`src/rtl/sr_cmd_conditioner.sv`:
```
// Synchronise, debounce and edge-detect two raw set/clear requests into mutually
// exclusive one-cycle s/r pulses plus a shadow q. Define SR_COLL_CNT_EN to build the collision counter.

module sr_deb_chan #(
  parameter int unsigned DEBOUNCE_CYCLES = 4,
  parameter int unsigned CNT_W           = 8
) (
  input  logic clk,
  input  logic reset,
  input  logic raw_in,
  output logic rise
);
  localparam logic [CNT_W-1:0] CNT_MAX = CNT_W'(DEBOUNCE_CYCLES - 1);

  logic             sync1_q, sync1_d;
  logic             sync2_q, sync2_d;
  logic             deb_q, deb_d;
  logic             deb_dly_q, deb_dly_d;
  logic [CNT_W-1:0] cnt_q, cnt_d;

  // The counter only runs while the synchronised level disagrees with the
  // accepted level, so any return to agreement restarts the qualification window.
  always_comb begin
    sync1_d   = raw_in;
    sync2_d   = sync1_q;
    deb_d     = deb_q;
    deb_dly_d = deb_q;
    cnt_d     = '0;
    if (sync2_q != deb_q) begin
      if (cnt_q == CNT_MAX) deb_d = sync2_q;
      else                  cnt_d = cnt_q + 1'b1;
    end
  end

  always_ff @(posedge clk) begin
    if (!reset) begin
      sync1_q   <= 1'b0;
      sync2_q   <= 1'b0;
      deb_q     <= 1'b0;
      deb_dly_q <= 1'b0;
      cnt_q     <= '0;
    end else begin
      sync1_q   <= sync1_d;
      sync2_q   <= sync2_d;
      deb_q     <= deb_d;
      deb_dly_q <= deb_dly_d;
      cnt_q     <= cnt_d;
    end
  end

  assign rise = deb_q & ~deb_dly_q;
endmodule

module sr_cmd_conditioner #(
  parameter int unsigned DEBOUNCE_CYCLES = 4,
  parameter int unsigned CNT_W           = 8,
  parameter int unsigned PRIO            = 1
) (
  input  logic       clk,
  input  logic       reset,
  input  logic       set_in,
  input  logic       clr_in,
  output logic       s,
  output logic       r,
  output logic       q_track,
  output logic [7:0] coll_cnt
);
  localparam int unsigned CH_SET = 0;
  localparam int unsigned CH_CLR = 1;

  if (DEBOUNCE_CYCLES < 1 || DEBOUNCE_CYCLES > 255 ||
      (DEBOUNCE_CYCLES - 1) >= (64'd1 << CNT_W) || PRIO > 2) begin : g_bad_param
    $error("sr_cmd_conditioner: illegal DEBOUNCE_CYCLES/CNT_W/PRIO");
  end

  logic [1:0] raw;
  logic [1:0] rise;

  assign raw[CH_SET] = set_in;
  assign raw[CH_CLR] = clr_in;

  for (genvar g = 0; g < 2; g++) begin : g_chan
    sr_deb_chan #(
      .DEBOUNCE_CYCLES(DEBOUNCE_CYCLES),
      .CNT_W          (CNT_W)
    ) u_chan (
      .clk   (clk),
      .reset (reset),
      .raw_in(raw[g]),
      .rise  (rise[g])
    );
  end

  logic set_rise, clr_rise;
  logic grant_set, grant_clr;
  logic s_q, s_d;
  logic r_q, r_d;
  logic q_track_q, q_track_d;

  assign set_rise = rise[CH_SET];
  assign clr_rise = rise[CH_CLR];

  // A rise "grants" unless the policy lets the other side win; on a collision
  // with PRIO=0 both grant and so both cancel each other.
  assign grant_set = set_rise & (PRIO != 2);
  assign grant_clr = clr_rise & (PRIO != 1);

  always_comb begin
    s_d       = set_rise & ~grant_clr;
    r_d       = clr_rise & ~grant_set;
    q_track_d = q_track_q;
    if (s_d)      q_track_d = 1'b1;
    else if (r_d) q_track_d = 1'b0;
  end

  always_ff @(posedge clk) begin
    if (!reset) begin
      s_q       <= 1'b0;
      r_q       <= 1'b0;
      q_track_q <= 1'b0;
    end else begin
      s_q       <= s_d;
      r_q       <= r_d;
      q_track_q <= q_track_d;
    end
  end

  assign s       = s_q;
  assign r       = r_q;
  assign q_track = q_track_q;

`ifdef SR_COLL_CNT_EN
  logic       coll;
  logic [7:0] coll_cnt_q, coll_cnt_d;

  assign coll = set_rise & clr_rise;

  always_comb begin
    coll_cnt_d = coll_cnt_q;
    if (coll && coll_cnt_q != 8'hFF) coll_cnt_d = coll_cnt_q + 8'd1;
  end

  always_ff @(posedge clk) begin
    if (!reset) coll_cnt_q <= 8'h00;
    else        coll_cnt_q <= coll_cnt_d;
  end

  assign coll_cnt = coll_cnt_q;
`else
  assign coll_cnt = 8'h00;
`endif
endmodule
```
`config.mk`:
```
export PLATFORM = sky130hd
export DESIGN_NAME = sr_cmd_conditioner
export DESIGN_NICKNAME = d
export VERILOG_FILES = /design/src/rtl/sr_cmd_conditioner.sv
export SDC_FILE = /design/constraint.sdc
export NUM_CORES = 1
export LEC_CHECK = 0
export BUFFER_PORTS_ARGS = -buffer_cell sky130_fd_sc_hd__clkbuf_2
export CORE_MARGIN = 2
export CORE_UTILIZATION = 40
export DETAILED_ROUTE_END_ITERATION = 6
export GPL_TIMING_DRIVEN = 1
export REMOVE_ABC_BUFFERS = 1
export SETUP_SLACK_MARGIN = 0.1
export SYNTH_ARGS = -nofsm -noshare
export SYNTH_HDL_FRONTEND = slang
export SYNTH_SLANG_ARGS = --single-unit
```
`constraint.sdc`:
```
create_clock -name clk -period 2.1 [get_ports clk]
set_input_delay 0.525 -clock clk [delete_from_list [all_inputs] [get_ports clk]]
set_output_delay 0.525 -clock clk [all_outputs]
set_load 0.02 [all_outputs]
```
==> flow_metrics.tcl <==
set metrics [dict create \
    status "finished, final reports clean" \
    syn_to_final_growth_pct 5.14 \
    ir_drop_uv 472 \
    post_cts_resized 0 \
    cts.sinks 27 \
    synth_common_cells "dfxtp_1, a21oi_1, nor2_1, buf_4, or3_1" \
    seqCellArea_um2 541 \
    avgSynthCellArea_um2 9.28 \
    die_h_um 56.3 \
    maxCapViolCount 0 \
    grt_overflow 0 \
    wl_per_cell_um 10.4 \
    core_area_um2 2540 \
    dieWidth_um 56.3 \
    ys.flop_type "dfxtp_1" \
    postSynthCellCount 118 \
    dpl-instance-area_um2 1120 \
    setup-violations-final 0 \
    grt_usage_pct 11.9 \
    synth_top_area_share_pct 49.4 \
    detailed_place_hpwl_um 1210 \
    utilization_pct 45.2 \
    antenna_found_initial 0 \
    cp-end-kind "flop" \
    synth.area.top_cells "dfxtp_1, buf_4, a21oi_1" \
    synth_seq_cells 27 \
    path_class "reg -> reg" \
    tightestPinTransition_ns 0.592 \
    routabilityCongestion 0.736 \
    cp-start-kind "flop" \
    met3_usage_pct 4.38 \
    antenna_left 0 \
    cts_max_level 1 \
    synthMostInstantiatedCell "dfxtp_1" \
    rows 18 \
    ctsHoldBuffers 0 \
    relSlewSlack_pct 60.5 \
    rsz0062_at_grt "no" \
    yosysSeqAreaShare_pct 49.4 \
    multi_input_area_um2 494 \
    drt-initial-drc-count 15 \
    grtUsageMet1_pct 15.1 \
    synth_area_leader_cell "dfxtp_1" \
    fin_worst_skew_ns 0.00633 \
    ctsRootBufferMaster "clkbuf_4" \
    finalHoldViolCount 0 \
    hp-class "in -> reg" \
    p_per_area_nw_per_um2 660 \
    clk_pin_slew_ns 0.13 \
    synth-edff-count 0 \
    grt_pass1_vias 705 \
    ys_async_sr_fraction_pct 0 \
    start_util_pct 43.0 \
    use_met2_pct 18.5 \
    cts_buffer_depth 2 \
    worstPathRequired_ns 2.29 \
    finalCritPeriodShare_pct 84.9 \
    grt_max_degree 15 \
    vias 755 \
    cts_buffers 3 \
    synth.distinct_cells 24 \
    cts_tree "done" \
    final_nets 134 \
    antennaDiodeCount 0 \
    grt.busiest_layer "met2" \
    drtPass1Iterations 4 \
    grt_pass1_wl_um 2970 \
    netlist_area_um2 1090 \
    leakagePower_nw 0.430 \
    fillers 251 \
    drive_gt1_share_pct 8.73 \
    die_area_um2 3170 \
    clock.fmax_ghz 0.561 \
    drv_slew 0 \
    wl_um 1620 \
    ys_warn_count 0 \
    path_max_fanout 6 \
    fin_crit_ns 1.78 \
    avgViaCountPerCell 4.84 \
    postLayoutCellArea_um2 1150 \
    cts_setup_buffers 0 \
    setup_tns_ns 0 \
    drcViolationCount 0 \
    io_buffers 6 \
    worstSkewPairLatency_ns 0.31 \
    critPathArrivalTime_ns 1.98 \
    io_pins 15 \
]
worst paths after layout:
| kind | to | slack, ns | cells after the start | startpoint |
|---|---|---|---|---|
| worst min register to register | g_chan[0].u_chan.sync2_q | 0.45 | 1 | g_chan[0].u_chan.sync1_q |
| worst min-delay path | g_chan[1].u_chan.sync1_q | 0.40 | 2 | clr_in |
| worst max-delay path | g_chan[1].u_chan.cnt_q[2] | 0.32 | 4 | g_chan[1].u_chan.cnt_q[0] |
| worst max register to register | g_chan[1].u_chan.cnt_q[2] | 0.32 | 4 | g_chan[1].u_chan.cnt_q[0] |
through the flow:
| stage | hold WS (ns) | setup slack, ns | instances | total power, W |
|---|---|---|---|---|
| global route | 0.396 | 0.155 | 156 | 0.000802 |
| global placement | 0.421 | 0.406 | 152 | 0.000558 |
| detailed placement | 0.421 | 0.352 | 152 | 0.000559 |
| finish | 0.404 | 0.316 | 156 | 0.000760 |
| floorplan | 0.412 | 0.537 | 116 | 0.000551 |
| CTS | 0.391 | 0.335 | 156 | 0.000776 |
layout make-up:
type / instances / area share, %
tap: 30 / 3.26
sequential: 27 / 47.0
clock buffer: 4 / 2.28
inverter: 6 / 1.96
timing repair buffer: 6 / 2.61
multi-input combinational: 83 / 42.9
state kept, by name, summed over array words and instances, names as in the netlist:
signal / cells
g_chan.u_chan.cnt_q: 16
g_chan.u_chan.deb_dly_d: 2
g_chan.u_chan.deb_dly_q: 2
g_chan.u_chan.sync1_q: 2
g_chan.u_chan.sync2_q: 2
q_track: 1
r: 1
s: 1
placed cells by master, fill, tap and decap left out, types with 2 or more instances in the layout:
cell type	instances
dfxtp_1	27
a21oi_1	10
nor2_1	10
or3_1	8
conb_1	8
nand3_1	7
o21ai_0	7
and2_1	7
inv_1	6
clkbuf_2	6
xor2_1	5
nand2_1	4
ha_1	3
clkbuf_4	3
nand4_1	2
nand2b_1	2
or4b_1	2
xnor2_1	2
worst max-delay path: stages (launching register included):
cell and delay, ns:
dfxtp_1 0.42, ha_1 0.20, or4b_1 0.48, o211ai_1 0.46, nor2_1 0.11
power by group:
| part | leakage, nW | switching, W | internal [W] |
|---|---|---|---|
| combinational | 0.196 | 0.0000215 | 0.00000609 |
| clock | 0.0150 | 0.000139 | 0.0000742 |
| sequential | 0.218 | 0.00000272 | 0.000517 |
routing by layer:
layer / part of all wire, % / vias up
li1: - / 400
met1: 50 / 337
met2: 44 / 16
met3: 4.4 / 2
met4: 1.1 / 0
met5: 0 / -
kinds of logic after synthesis:
kind of cell	after synthesis	share of synthesized area [%]
other	1	0.343
xor gates and xnor gates	7	5.60
AOI/OAI and AO/OA	20	10.6
DFF	27	49.4
buffers and inverters	15	7.89
adders and majority gates	3	3.43
and+or+nand+nor	45	22.7
(Power assumes the default switching activity.)
